$ cat config.mk
export PLATFORM = sky130hd
export DESIGN_NAME = ftdi_scheduler
export DESIGN_NICKNAME = d
export VERILOG_FILES = /design/src/rtl/ftdi_scheduler.sv
export SDC_FILE = /design/constraint.sdc
export NUM_CORES = 1
export LEC_CHECK = 0
export BUFFER_PORTS_ARGS = -buffer_cell sky130_fd_sc_hd__buf_2
export CORE_AREA = 4 4 102 104
export CTS_CLUSTER_SIZE = 20
export DETAILED_ROUTE_END_ITERATION = 16
export DIE_AREA = 0 0 106 108
export PLACE_DENSITY_LB_ADDON = 0.3
export SLEW_MARGIN = 20
export SYNTH_ARGS = -nofsm -noshare
export SYNTH_HDL_FRONTEND = slang
export SYNTH_SLANG_ARGS = --single-unit
$ cat constraint.sdc
create_clock -name clock -period 3.1 [get_ports clock]
set_input_delay 0.155 -clock clock [delete_from_list [all_inputs] [get_ports clock]]
set_output_delay 0.155 -clock clock [all_outputs]
set_load 0.005 [all_outputs]
$ cat src/rtl/ftdi_scheduler.sv
// rtl/ftdi_scheduler.sv - FTDI direction arbiter and laser packetizer; FTDI_SCHED_LOOPBACK_EN routes packets back into the write queue
module ftdi_scheduler #(
    parameter int PKT_BYTES = 64,
    parameter int QUANTUM   = 256
) (
    input  logic        clock,
    input  logic        reset_n,
    input  logic        enable,
    input  logic        flush,
    input  logic        rxf,
    input  logic        txe,
    input  logic        rdq_empty,
    input  logic        rdq_full,
    input  logic        wrq_empty,
    input  logic        wrq_full,
    input  logic [9:0]  qsize,
    output logic        rd_en,
    output logic        wr_en,
    output logic        clear,
    output logic        rdreq,
    input  logic [7:0]  data_rd,
    output logic        wrreq,
    output logic [7:0]  data_wr,
    output logic [7:0]  tx_data,
    output logic        tx_valid,
    input  logic        tx_ready,
    output logic        tx_sop,
    output logic        tx_eop,
    input  logic [7:0]  rx_data,
    input  logic        rx_valid,
    output logic        rx_ready,
    output logic [15:0] pkt_count,
    output logic        busy
);
    localparam int              CW        = $clog2(PKT_BYTES);
    localparam logic [CW-1:0]   LAST_BYTE = CW'(PKT_BYTES - 1);
    localparam logic [9:0]      Q_LAST    = 10'(QUANTUM - 1);
    localparam logic [9:0]      PKT_MIN   = 10'(PKT_BYTES);

    typedef enum logic [1:0] {IDLE, GRANT_RD, GRANT_WR, FLUSH} arb_state_t;
    typedef enum logic [1:0] {P_IDLE, P_FETCH, P_WAIT, P_SEND} pkt_state_t;

    arb_state_t    arb_state;
    pkt_state_t    pkt_state;
    logic [9:0]    grant_cnt;
    logic          last_grant_wr;
    logic [CW-1:0] byte_cnt;
    logic [7:0]    hold_q;
    logic          send_valid;
    logic          send_sop;
    logic          send_eop;
    logic          rd_ok;
    logic          wr_ok;
    logic          flush_hit;
    logic          accept;

    assign rd_ok     = !rxf && !rdq_full;
    assign wr_ok     = !txe && !wrq_empty;
    // A flush taken this edge also kills the packetizer on the same edge,
    // so no pop or send can leak into the first clear cycle.
    assign flush_hit = flush && (arb_state != FLUSH);

`ifdef FTDI_SCHED_LOOPBACK_EN
    assign accept = send_valid && !wrq_full;
`else
    assign accept = send_valid && tx_ready;
`endif

    // Direction arbiter: round-robin grants bounded by QUANTUM, flush has priority
    always_ff @(posedge clock) begin
        if (!reset_n) begin
            arb_state     <= IDLE;
            grant_cnt     <= '0;
            last_grant_wr <= 1'b1;
            rd_en         <= 1'b0;
            wr_en         <= 1'b0;
            clear         <= 1'b0;
        end else begin
            case (arb_state)
                IDLE: begin
                    grant_cnt <= '0;
                    if (flush) begin
                        arb_state <= FLUSH;
                        clear     <= 1'b1;
                    end else if (enable && rd_ok && (!wr_ok || last_grant_wr)) begin
                        arb_state     <= GRANT_RD;
                        rd_en         <= 1'b1;
                        last_grant_wr <= 1'b0;
                    end else if (enable && wr_ok) begin
                        arb_state     <= GRANT_WR;
                        wr_en         <= 1'b1;
                        last_grant_wr <= 1'b1;
                    end
                end
                GRANT_RD, GRANT_WR: begin
                    if (flush) begin
                        arb_state <= FLUSH;
                        grant_cnt <= '0;
                        rd_en     <= 1'b0;
                        wr_en     <= 1'b0;
                        clear     <= 1'b1;
                    end else if (grant_cnt == Q_LAST || !enable ||
                                 ((arb_state == GRANT_RD) ? !rd_ok : !wr_ok)) begin
                        arb_state <= IDLE;
                        grant_cnt <= '0;
                        rd_en     <= 1'b0;
                        wr_en     <= 1'b0;
                    end else begin
                        grant_cnt <= grant_cnt + 10'd1;
                    end
                end
                FLUSH: begin
                    if (grant_cnt == 10'd1) begin
                        arb_state <= IDLE;
                        grant_cnt <= '0;
                        clear     <= 1'b0;
                    end else begin
                        grant_cnt <= grant_cnt + 10'd1;
                    end
                end
                default: arb_state <= IDLE;
            endcase
        end
    end

    // Packetizer: fetch one byte, present it, repeat until a full packet is sent
    always_ff @(posedge clock) begin
        if (!reset_n) begin
            pkt_state  <= P_IDLE;
            byte_cnt   <= '0;
            hold_q     <= '0;
            send_valid <= 1'b0;
            send_sop   <= 1'b0;
            send_eop   <= 1'b0;
            pkt_count  <= '0;
        end else if (flush_hit || arb_state == FLUSH) begin
            pkt_state  <= P_IDLE;
            byte_cnt   <= '0;
            send_valid <= 1'b0;
            send_sop   <= 1'b0;
            send_eop   <= 1'b0;
        end else begin
            case (pkt_state)
                P_IDLE: begin
                    if (enable && qsize >= PKT_MIN) pkt_state <= P_FETCH;
                end
                P_FETCH: begin
                    if (!rdq_empty) pkt_state <= P_WAIT;
                end
                P_WAIT: begin
                    hold_q     <= data_rd;
                    send_valid <= 1'b1;
                    send_sop   <= (byte_cnt == '0);
                    send_eop   <= (byte_cnt == LAST_BYTE);
                    pkt_state  <= P_SEND;
                end
                P_SEND: begin
                    if (accept) begin
                        send_valid <= 1'b0;
                        send_sop   <= 1'b0;
                        send_eop   <= 1'b0;
                        if (byte_cnt == LAST_BYTE) begin
                            pkt_state <= P_IDLE;
                            byte_cnt  <= '0;
                            pkt_count <= pkt_count + 16'd1;
                        end else begin
                            pkt_state <= P_FETCH;
                            byte_cnt  <= byte_cnt + CW'(1);
                        end
                    end
                end
                default: pkt_state <= P_IDLE;
            endcase
        end
    end

    assign rdreq   = (pkt_state == P_FETCH) && !rdq_empty;
    assign tx_data = hold_q;
    assign busy    = !((arb_state == IDLE) && (pkt_state == P_IDLE));

`ifdef FTDI_SCHED_LOOPBACK_EN
    logic unused_lb;
    assign unused_lb = ^{rx_data, rx_valid, tx_ready};
    assign tx_valid  = 1'b0;
    assign tx_sop    = 1'b0;
    assign tx_eop    = 1'b0;
    assign rx_ready  = 1'b0;
    assign wrreq     = accept;
    assign data_wr   = accept ? hold_q : 8'h00;
`else
    assign tx_valid  = send_valid;
    assign tx_sop    = send_sop;
    assign tx_eop    = send_eop;
    assign rx_ready  = reset_n && enable && !wrq_full && (arb_state != FLUSH);
    assign wrreq     = rx_valid && rx_ready;
    assign data_wr   = wrreq ? rx_data : 8'h00;
`endif

endmodule
==> results of run 1 <==
==> worst register-to-register path, stage by stage (launching register included) <==
cell and delay [ps]:
dfxtp_1 380, ha_1 280, and3_1 380, nand4_4 330
nor4b_1 460, xor2_1 100, and2_1 160
==> where the power goes <==
group	internal, mW	switching (mW)	total, mW
clock	0.159	0.205	0.364
sequential	0.676	0.0172	0.694
combinational	0.116	0.144	0.259
total	0.951	0.365	1.32
==> per-layer routing <==
metal	global-route usage (%)	vias up	routed length [um]
met5	0	-	0
met3	2.57	6	330
li1	-	1194	-
met1	14.2	1041	2970
met2	17.1	54	2760
met4	3.61	0	97
==> sequential cells by signal, summed over array words and instances, names as in the netlist, 2 cells and up <==
register   cells
grant_cnt     10
pkt_count     16
pkt_state      2
tx_data        8
arb_state      2
byte_cnt       6
==> final timing paths <==
check / slack, ps / to / cells past startpoint / startpoint
worst max-delay path: 920 / pkt_count[11] / 6 / pkt_state[1]
worst min-delay path: 100 / tx_data[6] / 3 / data_rd[6]
worst max register to register: 920 / pkt_count[11] / 6 / pkt_state[1]
worst min register to register: 470 / tx_data[7] / 2 / tx_data[7]
==> synth_stat cells (3+ instances only) <==
cell type / count
inv_1: 13
nand3_1: 15
o21ai_0: 7
a21boi_0: 10
clkbuf_1: 6
nand2_1: 38
nor4_1: 6
nor2_1: 31
nor3_1: 5
dfxtp_1: 51
nand4_1: 6
nor4_4: 3
nor2b_1: 7
xnor2_1: 12
and4_1: 4
a31oi_1: 3
and3_1: 11
a21oi_1: 5
ha_1: 13
and2_1: 17
xor2_1: 15
==> cell families (layout without fill, tap and decap cells) <==
family	count (synthesis)	count (layout)
AO/OA/AOI/OAI	38	38
buffers and inverters	21	95
multiplexers	2	2
flip-flops	51	51
XOR/XNOR	27	27
adder cells (fa/ha/maj)	13	13
AND/OR/NAND/NOR	151	151
==> stage by stage <==
step	setup WS, ps	power [mW]	area (um2)	util (%)	instances
final	921	1.32	3200	33.5	510
after global routing	762	1.40	3200	33.5	510
after CTS	916	1.34	3200	33.5	510
after detailed placement	943	0.969	3120	32.7	502
after global placement	972	0.965	3120	32.7	502
after floorplan	1340	0.879	2620	-	303
==> layout make-up <==
cell class | instances | area share (%)
multi-input cells | 231 | 47.2
flip-flops and latches | 51 | 31.9
repair buffers | 74 | 11.6
well taps | 133 | 5.20
clock buffers | 7 | 2.38
inverters | 13 | 1.52
clock inverters | 1 | 0.156
==> flow_summary.yaml, run 1 <==
synthesis:
  synth_adder_area_share_pct: 6.20
  synth_area_um2: 2620
  synthCells: 303
  synth_xor_area_share_pct: 9.02
  synth-compound-area-share_pct: 9.97
  synth-main-ff-cell: "dfxtp_1"
  synthMuxAreaShare_pct: 0.763
  synth_top_family_by_area: "simple AND/OR/NAND/NOR gates"
  ys_warn_count: 0
  yosysTopAreaCell: "dfxtp_1"
  synthArstFlopShare_pct: 0
  syn_avg_cell_area_um2: 8.66
  synth-edff-count: 0
  synth_nets: 354
  yosys.area_share.simple_pct: 31.7
  ys_types: 41
  synth_top_area_share_pct: 38.9
  synth.area.top_cells: "dfxtp_1 39%, ha_1 6.2%, nand2_1 5.4%"
  ys_ff_latch: 51
  yosysSeqAreaShare_pct: 38.9
global_routing:
  grt_usage_pct: 10.7
  grt_pass1_wl_mm: 10.0
  grt_start_max_net_pins: 36
  grt_pass1_vias: 2129
  antenna_found_initial: 0
  grt_overflow: 0
final_layout:
  multiInputGateArea_um2: 1510
  final_cell_mix: "73 x buf_2, 51 x dfxtp_1, 38 x nand2_1, 31 x nor2_1, 17 x and2_1"
  final_nets: 427
  final_common_cell: "buf_2"
  seqCellArea_um2: 1020
  drive_gt1_share_pct: 22.5
  syn2layout_area_growth_pct: 22.1
  fillers: 1063
  antennaDiodeCount: 0
clocking:
  cts_buffer_depth: 2
  ctsHoldBuffers: 0
  clock_latency_ps: 290
  cts_buffers: 5
  path_clk_slew_ps: 90
  cts_resized: 0
  clock-sinks: 51
  post_cts_buffers: 0
  cts_tree: "yes"
  root_buffer: "clkbuf_8"
  cts_max_level: 2
floorplan:
  dieArea_um2: 11400
  die_h_um: 108
  start_util_pct: 27.5
  die_x_um: 106
  fp-row-count: 36
  core_area_um2: 9550
  num_io_pins: 80
routing:
  avgViaCountPerCell: 4.50
  wl_per_cell_um: 12.1
  first_iter_violations: 105
  vias: 2295
  ant_nets: 0
  first_pass_iters: 4
  wirelength_mm: 6.15
  drc_errors: 0
worst_setup_path:
  critical_path.max_stage_delay_ps: 450
  path_cells: "ha_1 > and3_1 > nand4_4 > nor4b_1 > xor2_1 > and2_1"
  cp-end-kind: "register"
  cp.required_ps: 3290
  crit_arrival_ps: 2370
  crit_fanout: 14
  crit_buf_inv: 0
  path_delay_family: "simple AND/OR/NAND/NOR gates"
  critical_path_class: "register to register"
  critPathSlowestCell: "nor4b_1"
  critPathLaunchType: "register"
timing:
  setup_viol: 0
  min_period_ps: 2180
  rsz0062_at_grt: "no"
  fmax_ghz: 0.459
  finalCritPeriodShare_pct: 70.3
  max_slew_margin_pct: 61.1
  finalMaxSlewViolations: 0
  whs_ps: 104
  finalHoldViolations: 0
  finalSetupTns_ps: 0
  worst-slew-pin-transition_ps: 583
  fin_skew_ps: 5.08
power_and_ir_drop:
  ir_worst_vdd_mv: 0.250
  leakagePower_nw: 1.42
  p_per_area_nw_per_um2: 411
place:
  dpl.hpwl_mm: 4.69
  gp_congestion: 0.747
  io_buffers: 73
hold_path:
  hp-class: "input port to register"
flow_run:
  maxCapViolCount: 0
run_status:
  status: "complete, no violations"
Note: power is estimated with default switching activity, not from simulation.
==> inputs of run 2 (changes only) <==
- clock period: 3.1 -> 1.8 ns (I/O delays scaled with it)
==> run 2 against run 1 <==
Worst setup slack got worse by 910 ps. Sequential cell count did not move. Design area rose by 14%. Wire length rose by 5.5%. Global-route usage rose by 0.57 points. First-iteration DRC count fell by 8.6%. Sequential share of layout area fell by 3.7 points. Critical path type is now register to output port. Critical endpoint is now data_wr[7]. Largest cell class unchanged. Highest routed layer unchanged.
==> flow_summary.yaml, run 2 (synthesis gave the netlist of run 1 again) <==
run_status:
  status: "complete, no violations"
routing:
  first_pass_iters: 4
  first_iter_violations: 96
  vias: 2474
  ant_nets: 0
  wirelength_mm: 6.49
  wl_per_cell_um: 11.8
  drc_errors: 0
  avgViaCountPerCell: 4.49
worst_setup_path:
  path_cells: "ha_4 > buf_6 > nor4bb_4 > buf_4 > and3_4 > buf_6"
  critPathSlowestCell: "dfxtp_2"
  path_delay_family: "simple AND/OR/NAND/NOR gates"
  critical_path.max_stage_delay_ps: 350
  cp-end-kind: "output port"
  cp.required_ps: 1710
  critPathLaunchType: "register"
  crit_top_cell: "buf_6"
  critical_path_class: "register to output port"
  crit_fanout: 5
  crit_arrival_ps: 1690
  r2r_slack_ps: 40
  crit_buf_inv: 3
final_layout:
  drive_gt1_share_pct: 34.7
  final_cell_mix: "72 x buf_2, 47 x dfxtp_1, 38 x nand2_1, 37 x buf_4, 31 x nor2_1"
  syn2layout_area_growth_pct: 38.7
  final_common_cell: "buf_2"
  final_nets: 468
  top_register: "pkt_count"
  antennaDiodeCount: 0
  utilization_pct: 38.1
  final_area_um2: 3640
  largest_reg_flops: 16
  fillers: 1009
timing:
  min_period_ps: 1780
  fin_skew_ps: 10.9
  setup_viol: 0
  rsz0062_at_grt: "yes"
  finalCritPeriodShare_pct: 99.1
  worst-slew-pin-transition_ps: 340
  max_slew_margin_pct: 77.1
  finalSetupTns_ps: 0
  finalHoldViolations: 0
  fmax_ghz: 0.560
  finalMaxSlewViolations: 0
power_and_ir_drop:
  leakagePower_nw: 1.64
  ir_worst_vdd_mv: 0.318
  p_per_area_nw_per_um2: 685
global_routing:
  use_met1_pct: 13.8
  grt_pass1_vias: 2306
  grt_usage_pct: 11.3
  grt_overflow: 0
  antenna_found_initial: 0
  grt_util_met3_pct: 2.87
  use_met2_pct: 19.4
  gr-max-usage-layer: "met2"
  grt_pass1_wl_mm: 10.6
  grt_start_max_net_pins: 25
place:
  dpl-instance-area_um2: 3410
  dpl.hpwl_mm: 5.01
  gp_congestion: 0.813
  io_buffers: 73
clocking:
  cts_buffers: 5
  clock-sinks: 51
  cts_tree: "yes"
  cts_max_level: 2
  cts_buffer_depth: 2
  root_buffer: "clkbuf_8"
  clock_latency_ps: 310
  path_clk_slew_ps: 100
floorplan:
  die_x_um: 106
  core_area_um2: 9550
  die_h_um: 108
  dieArea_um2: 11400
  fp-row-count: 36
  num_io_pins: 80
  start_util_pct: 27.5
hold_path:
  hp-class: "input port to register"
flow_run:
  maxCapViolCount: 0
run 2: area by class of cell:
class / count / area (um2) / share of cell area [%]
well taps: 133 / 166 / 4.57
multi-input cells: 231 / 1590 / 43.7
repair buffers: 115 / 714 / 19.6
clock inverters: 3 / 25.0 / 0.688
clock buffers: 5 / 68.8 / 1.89
flip-flops and latches: 51 / 1030 / 28.2
inverters: 13 / 48.8 / 1.34
run 2: where the power goes:
part           internal (mW)  leakage (nW)  switching (mW)  total, mW
sequential              1.17         0.413          0.0317       1.20
clock                  0.279        0.0443           0.409      0.688
combinational          0.317          1.18           0.285      0.602
total                   1.77          1.64           0.726       2.49
run 2: final timing paths:
check | to | depth (start not counted) | from
setup / recovery | data_wr[7] | 6 | arb_state[0]
hold / removal | tx_data[2] | 3 | data_rd[2]
setup reg to reg | pkt_count[14] | 7 | byte_cnt[0]
hold reg to reg | tx_data[4] | 2 | tx_data[4]
run 2: timing repair:
item                       CTS  global route
pin swaps                    3             3
hold buffers                 0             0
hold endpoints to repair     0             0
resized for setup           13            12
gates cloned                 1             0
setup endpoints to repair    9            26
setup buffers                2             1
run 2: worst min-delay path, delay by kind of cell:
kind	cells	cell delay, ps
compound gates	1	60
simple gates	1	40
buf+inv	1	90
run 2: stage by stage:
step | hold WS (ps) | cells | setup WS (ps) | power [mW]
6_report | 13.9 | 551 | 15.8 | 2.49
5_1_grt | 22.7 | 551 | -71.6 | 2.64
4_1_cts | 1.29 | 550 | -3.90 | 2.53
3_5_place_dp | 350 | 539 | 17.6 | 1.77
3_3_place_gp | 343 | 539 | 35.4 | 1.77
2_1_floorplan | 210 | 303 | 41.7 | 1.51
run 2: layer usage:
metal  wire length [um]  part of all wire, %
met4                 81                  1.2
met3                342                  5.3
met1               2910                   45
met2               3160                   49
met5                  0                    0
==> inputs of run 3 (changes only) <==
- CAP_MARGIN: not set -> 20
- clock period: 1.8 -> 1.6 ns (I/O delays scaled with it)
==> run 3 against run 2 <==
The flow now finishes with violations (negative setup slack). Worst setup slack got worse by 220 ps. Sequential share of layout area fell by 3.4 points. Clock skew down 1.5 ps. Largest power group unchanged. Highest routed layer unchanged.
==> flow_summary.yaml, run 3 (synthesis gave the netlist of run 1 again) <==
place:
  dpl.hpwl_mm: 5.10
  pre_cts_ws_ps: -80.4
  gp_congestion: 0.789
  io_buffers: 73
power_and_ir_drop:
  leakagePower_nw: 1.94
  p_per_area_nw_per_um2: 746
  switchingPower_mw: 0.922
  p_clk_share_pct: 26.4
  ir_worst_vdd_mv: 0.358
  p_seq_share_pct: 43.4
  combPwrFrac_pct: 30.2
  p_int_mw: 2.21
  swShare_pct: 29.4
final_layout:
  multiInputGateArea_um2: 1910
  antennaDiodeCount: 0
  largest_reg_flops: 16
  final_cell_mix: "71 x buf_2, 51 x buf_4, 43 x dfxtp_1, 36 x nand2_1, 22 x nor2_1"
  syn2layout_area_growth_pct: 60.2
  seqCellArea_um2: 1040
  final_nets: 490
  final_common_cell: "buf_2"
  drive_gt1_share_pct: 48.2
  top_register: "pkt_count"
  fillers: 928
timing:
  fin_skew_ps: 9.44
  whs_ps: 17.9
  min_period_ps: 1800
  finalSetupTns_ps: -1810
  finalCritPeriodShare_pct: 113
  finalHoldViolations: 0
  rsz0062_at_grt: "yes"
  fmax_ghz: 0.555
  finalMaxSlewViolations: 0
  worst-slew-pin-transition_ps: 434
  max_slew_margin_pct: 70.9
  worst_slack_ps: -202
  setup_viol: 17
routing:
  first_iter_violations: 86
  wirelength_mm: 7.24
  first_pass_iters: 6
  vias: 2559
  ant_nets: 0
  drc_errors: 0
  wl_per_cell_um: 12.6
  avgViaCountPerCell: 4.47
run_status:
  status: "finished with violations"
  violations: "negative setup slack"
floorplan:
  core_area_um2: 9550
  num_io_pins: 80
  dieArea_um2: 11400
  start_util_pct: 27.5
  die_h_um: 108
  die_x_um: 106
  fp-row-count: 36
worst_setup_path:
  reg2reg_depth: 9
  critPathSlowestCell: "dfxtp_2"
  crit_top_cell: "buf_6"
  path_cells: "ha_4 > buf_6 > nor4bb_4 > buf_4 > and3_4 > buf_6"
  r2r-end: "pkt_count[13]"
  critPathLaunchType: "register"
  crit_arrival_ps: 1720
  critical_path_class: "register to output port"
  cp-end-kind: "output port"
  r2r_slack_ps: -70
  critical_path.max_stage_delay_ps: 350
  cp.required_ps: 1520
  path_delay_family: "simple AND/OR/NAND/NOR gates"
  crit_buf_inv: 3
  crit_fanout: 5
  reg2reg_from: "arb_state[1]"
global_routing:
  grt_pass1_wl_mm: 11.2
  grt_usage_pct: 12.0
  antenna_found_initial: 0
  grt_pass1_vias: 2428
  grt_overflow: 0
  grt_start_max_net_pins: 20
hold_path:
  min_path_cells: 3
  hp-class: "input port to register"
  hold_start: "data_rd[5]"
  hold_end: "tx_data[5]"
clocking:
  clock_latency_ps: 310
  clock-sinks: 51
  root_buffer: "clkbuf_8"
  cts_buffers: 5
  cts_tree: "yes"
  cts_max_level: 2
  path_clk_slew_ps: 90
  cts_buffer_depth: 2
  ctsHoldBuffers: 0
flow_run:
  maxCapViolCount: 0
run 3: what timing repair did:
action | CTS | global route
endpoints found under the hold margin | 0 | 0
setup endpoints to repair | 36 | 45
pin swaps | 19 | 25
cloned | 1 | 1
buffers inserted | 5 | 9
resized for setup | 32 | 65
run 3: final cells by class:
| class | instances | area share (%) |
|---|---|---|
| Sequential cell | 51 | 24.8 |
| Inverter | 13 | 1.16 |
| Timing Repair Buffer | 137 | 22.2 |
| Tap cell | 133 | 3.96 |
| Clock buffer | 8 | 2.38 |
| Multi-Input combinational cell | 231 | 45.5 |
run 3: how the worst max path moves through the flow:
| stage | start | end | slack (ps) | depth (start not counted) |
|---|---|---|---|---|
| after detailed placement | byte_cnt[1] | pkt_count[15] | -80 | 7 |
| after global placement | grant_cnt[0] | arb_state[1] | -90 | 7 |
| after CTS | arb_state[1] | data_wr[6] | -220 | 6 |
| final | arb_state[1] | data_wr[6] | -200 | 6 |
| after global routing | arb_state[1] | data_wr[6] | -300 | 6 |
| after floorplan | pkt_state[1] | pkt_count[11] | -30 | 7 |
run 3: power by group through the flow:
stage	sequential [mW]	combinational [mW]	clock [mW]
after floorplan	1.37	0.345	0
after global placement	1.37	0.646	0
after detailed placement	1.37	0.654	0
after CTS	1.36	0.716	0.874
after global routing	1.37	1.03	0.914
final	1.36	0.945	0.827
run 3: per-stage QoR:
stage | cell area, um2 | util [%] | power, mW | cells
3_3_place_gp | 3530 | 37.0 | 2.02 | 549
5_1_grt | 4200 | 44.0 | 3.31 | 573
3_5_place_dp | 3530 | 37.0 | 2.03 | 549
4_1_cts | 3840 | 40.2 | 2.95 | 563
6_report | 4200 | 44.0 | 3.13 | 573
2_1_floorplan | 2680 | - | 1.72 | 303
run 3: per-layer routing:
layer  global-route usage, %  routed length, um  vias up
li1                        -                  -     1309
met1                    15.2               3230     1190
met2                    20.4               3590       52
met3                    2.45                302        8
met4                    4.26                115        0
met5                       0                  0        -
run 3: worst reg2reg max path: stages, from the launching register on:
cell and delay [ps]:
dfxtp_2 350, ha_4 160, buf_4 130, nor2_4 110, nand4_4 140, buf_12 180, buf_4 140, nor4_4 140
xor2_1 90, and2_1 150
